**config.mk**
```make
export PLATFORM = sky130hd
export DESIGN_NAME = sum_target_scorer
export DESIGN_NICKNAME = d
export VERILOG_FILES = /design/src/rtl/sum_target_scorer.sv
export SDC_FILE = /design/constraint.sdc
export NUM_CORES = 1
export LEC_CHECK = 0
export ABC_AREA = 1
export ABC_CLOCK_PERIOD_IN_PS = 3270
export CORE_UTILIZATION = 29
export CTS_CLUSTER_DIAMETER = 100
export DETAILED_ROUTE_END_ITERATION = 6
export GPL_TIMING_DRIVEN = 0
export PLACE_DENSITY = 0.58
export SKIP_LAST_GASP = 1
export SLEW_MARGIN = 20
export SYNTH_ARGS = -nofsm -noshare
export SYNTH_HDL_FRONTEND = slang
export SYNTH_SLANG_ARGS = --single-unit
```
**constraint.sdc**
```tcl
create_clock -name clk -period 3.27 [get_ports clk]
set_input_delay 0.4905 -clock clk [delete_from_list [all_inputs] [get_ports clk]]
set_output_delay 0.4905 -clock clk [all_outputs]
set_load 0.1 [all_outputs]
```
**src/rtl/sum_target_scorer.sv**
```systemverilog
// Sum-target game scorer: counts qualified hits of sum_in == TARGET and flags a win.
// Optional macro SCORE_SAT_EN saturates the score at its maximum instead of wrapping.
module sum_target_scorer #(
   parameter int unsigned SUM_W     = 4,
   parameter int unsigned TARGET    = 15,
   parameter int unsigned SCORE_W   = 4,
   parameter int unsigned HOLD_CYC  = 4,
   parameter int unsigned WIN_SCORE = 10
) (
   input  logic               clk,
   input  logic               rst,
   input  logic [SUM_W-1:0]   sum_in,
   input  logic               clear,
   output logic               light_g,
   output logic               light_r,
   output logic [SCORE_W-1:0] score,
   output logic               score_pulse,
   output logic               win
);

   localparam int unsigned HOLD_W = $clog2(HOLD_CYC + 1);
   localparam logic [SCORE_W-1:0] SCORE_MAX = '1;

   typedef enum logic [1:0] {IDLE, QUAL, SCORED, WON} state_t;

   state_t              state;
   logic [HOLD_W-1:0]   hold;
   logic                match_c;
   logic [HOLD_W-1:0]   hold_inc_c;
   logic [SCORE_W-1:0]  score_inc_c;
   logic                win_hit_c;
   logic                hit_c;
   logic                lg_c;

   assign match_c    = (sum_in == SUM_W'(TARGET));
   assign hold_inc_c = HOLD_W'(hold + HOLD_W'(1));

`ifdef SCORE_SAT_EN
   assign score_inc_c = (score == SCORE_MAX) ? score : SCORE_W'(score + SCORE_W'(1));
`else
   assign score_inc_c = SCORE_W'(score + SCORE_W'(1));
`endif

   // Compare at full width so an unreachable WIN_SCORE never aliases after truncation
   assign win_hit_c = (WIN_SCORE != 0) && (32'(score_inc_c) == WIN_SCORE);

   assign hit_c = match_c &&
                  (((state == IDLE) && (HOLD_CYC == 1)) ||
                   ((state == QUAL) && (hold_inc_c == HOLD_W'(HOLD_CYC))));

   assign lg_c = (state == WON) || match_c;

   always_ff @(posedge clk) begin
      if (rst || clear) begin
         state       <= IDLE;
         hold        <= '0;
         score       <= '0;
         win         <= 1'b0;
         score_pulse <= 1'b0;
         light_g     <= 1'b0;
         light_r     <= 1'b1;
      end else begin
         light_g     <= lg_c;
         light_r     <= ~lg_c;
         score_pulse <= 1'b0;
         if (hit_c) begin
            score       <= score_inc_c;
            score_pulse <= (score_inc_c != score);
            hold        <= '0;
            win         <= win_hit_c;
            state       <= win_hit_c ? WON : SCORED;
         end else begin
            case (state)
               IDLE: begin
                  if (match_c) begin
                     state <= QUAL;
                     hold  <= HOLD_W'(1);
                  end
               end
               QUAL: begin
                  if (match_c) begin
                     hold <= hold_inc_c;
                  end else begin
                     state <= IDLE;
                     hold  <= '0;
                  end
               end
               // Re-arming needs at least one non-matching sample
               SCORED: begin
                  if (!match_c) state <= IDLE;
               end
               default: ;
            endcase
         end
      end
   end

endmodule

```
==> impl_metrics.yaml <==
floorplan:
  design.die.area_sq_um: 2657
  die_h_microns: 51.55
  rows: 17
  start_util_pct: 31.58
  dieWidth_microns: 51.55
  ioPinCount: 15
  core_sq_um: 2255
global_routing:
  grt_pass1_wl_microns: 2214
  overflow: 0
  grt_max_degree: 10
  grt_usage_pct: 11.38
  grt_antenna_before_repair: 0
  grt_pass1_vias: 547
drt:
  final_antenna_net_count: 0
  route.vias.total: 599
  wl_per_cell_microns: 9.254
  initialDrtViolationCount: 2
  dr.pass1.iters: 4
  routed_wl_microns: 1277
  vias_per_cell: 4.341
  drc: 0
clocking:
  numCtsBuffers: 3
  hold_buffers: 0
  cts_tree: "done"
  cts_max_level: 1
  clock-sinks: 13
  cts_root_buffer: "clkbuf_4"
  cts_resized: 0
  clockBufferDepth: 2
  path_clk_slew_ns: 0.09
  clkLatencyLatePin_ns: 0.28
  cts_setup_buffers: 0
finish:
  final_layout_size_suffix_gt1_share_pct: 13.64
  nets: 125
  syn2layout_area_growth_pct: 28.47
  antennaDiodeCount: 0
worst_hold_path:
  hold_depth: 2
  min_from: "win"
  timing.hold.worst_endpoint: "win"
  min_path_type: "flop to flop"
sta:
  setup_tns_ns: 0
  worst_slew_pin_slew_ns: 0.9636
  slew_headroom_pct: 35.56
  fin_ws_ns: 0.8351
  maxSlewViolCount: 0
  hold_viol: 0
  period_minus_slack_ns: 2.435
  skew_ns: 0.007971
  setup_viol: 0
  max_freq_mhz: 410.7
  rsz0062_at_grt: "no"
  post-route-period-util_pct: 74.46
logic_synthesis:
  yosys.area.top_type: "dfxtp_1"
  synth_top_area_share_pct: 36.56
  yosys-top-cells-area: "dfxtp_1 (37%), nand2_1 (13%), ha_1 (12%)"
  yosysUniqueCellTypes: 20
  syn-num-nets: 106
  avgSynthCellArea_sq_um: 7.738
  yosysWarnings: 0
  syn-cell-area_sq_um: 711.9
  synth_seq_cells: 13
  yosysSeqAreaShare_pct: 36.56
  syn_inst: 92
setup_path:
  r2r_cells: 6
  crit_family: "buffers and inverters"
  rrSetupSlack_ns: 1.84
  slowest_delay_ns: 1.19
  cp.required_ns: 2.78
  crit_type: "flop to output pin"
  worstPathArrival_ns: 1.94
  startpoint_type: "flop"
  timing.rr.start: "state[1]"
  crit_chain: "clkdlybuf4s50_1"
  r2r_end: "hold[2]"
  slowest_stage: "clkdlybuf4s50_1"
  path_buf_inv: 1
  end_kind: "output pin"
  crit_path_max_fanout: 7
power_and_ir_drop:
  max-vdd-ir-drop_uv: 243.5
  cellLeakagePower_uw: 0.0003924
  p_per_area_nw_per_um2: 310.8
placed_design:
  io_buffers: 14
  place_hpwl_microns: 965.3
  place_ws_ns: 1.158
  routabilityCongestion: 0.7497
job:
  maxCapViolations: 0
outcome:
  status: "finished clean"
==> through the flow <==
stage | cells | hold slack, ns | total power (uW) | area [sq um] | utilization (%)
after global placement | 134 | 0.4625 | 186.9 | 887.1 | 39.35
final | 138 | 0.4810 | 284.3 | 914.6 | 40.57
after floorplan | 92 | 0.4592 | 176.8 | 711.9 | -
after CTS | 138 | 0.4800 | 289.3 | 914.6 | 40.57
after global routing | 138 | 0.5085 | 300.3 | 914.6 | 40.57
after detailed placement | 134 | 0.4593 | 187.3 | 887.1 | 39.35
==> metal layers <==
metal  vias up  GRT usage [%]  part of all wire (%)
met5         -              0                     0
li1        328              -                     -
met1       255          14.54                    50
met2        14          17.32                    43
met4         0          4.054                  0.78
met3         2          4.386                   6.0
==> where the power goes <==
| part | leakage (uW) | switching (uW) | internal, uW | total, uW |
|---|---|---|---|---|
| sequential | 0.000105 | 0.461 | 159 | 159 |
| clock | 0.0000177 | 55.6 | 45.4 | 101 |
| combinational | 0.000270 | 13.3 | 10.7 | 24.0 |
==> cell usage in the layout (no fill, tap or decap), drive strengths merged <==
cell type	n
clkinv	1
ha	7
o21ai	3
nand2	27
nor3	1
nand3	6
inv	13
clkdlybuf4s50	14
nor2	11
dfxtp	13
nand4	3
clkbuf	3
or2	1
o22ai	2
a21oi	5
==> cell usage after synthesis (all sizes together) <==
cell	n
nand2	27
nand3	6
dfxtp	13
ha	7
o21ai	3
nor3	1
or2	1
a21oi	5
nor2	11
nand4	3
o22ai	2
inv	13
==> layout make-up <==
| class | count | area, sq um |
|---|---|---|
| inverters | 13 | 48.80 |
| well taps | 28 | 35.03 |
| clock inverters | 1 | 5.005 |
| repair buffers | 14 | 140.1 |
| multi-input cells | 66 | 402.9 |
| flip-flops and latches | 13 | 260.3 |
| fillers | 253 | 1340 |
| clock buffers | 3 | 22.52 |
==> sequential cells by signal, indices dropped and copies added (netlist names) <==
register	flops
hold	3
light_g	1
score_pulse	1
score	4
light_r	1
state	2
win	1
==> worst max path at each step <==
stage / startpoint / to / slack (ns) / cells past startpoint
after floorplan: score[0] / state[0] / 1.38 / 9
after global placement: score[0] / score[0] / 1.15 / 1
after detailed placement: score[0] / score[0] / 1.16 / 1
after CTS: score[0] / score[0] / 0.83 / 1
after global routing: score[0] / score[0] / 0.79 / 1
final: score[0] / score[0] / 0.84 / 1
==> kinds of logic (layout without fill, tap and decap cells) <==
kind of cell             count (synthesis)  after routing  synth area share (%)
AO/OA/AOI/OAI                           10             10                 7.908
adder cells (fa/ha/maj)                  7              7                 12.30
flip-flops                              13             13                 36.56
buffers and inverters                   13             31                 6.853
AND/OR/NAND/NOR                         49             49                 36.38
Power figures use the tool's default switching activity.
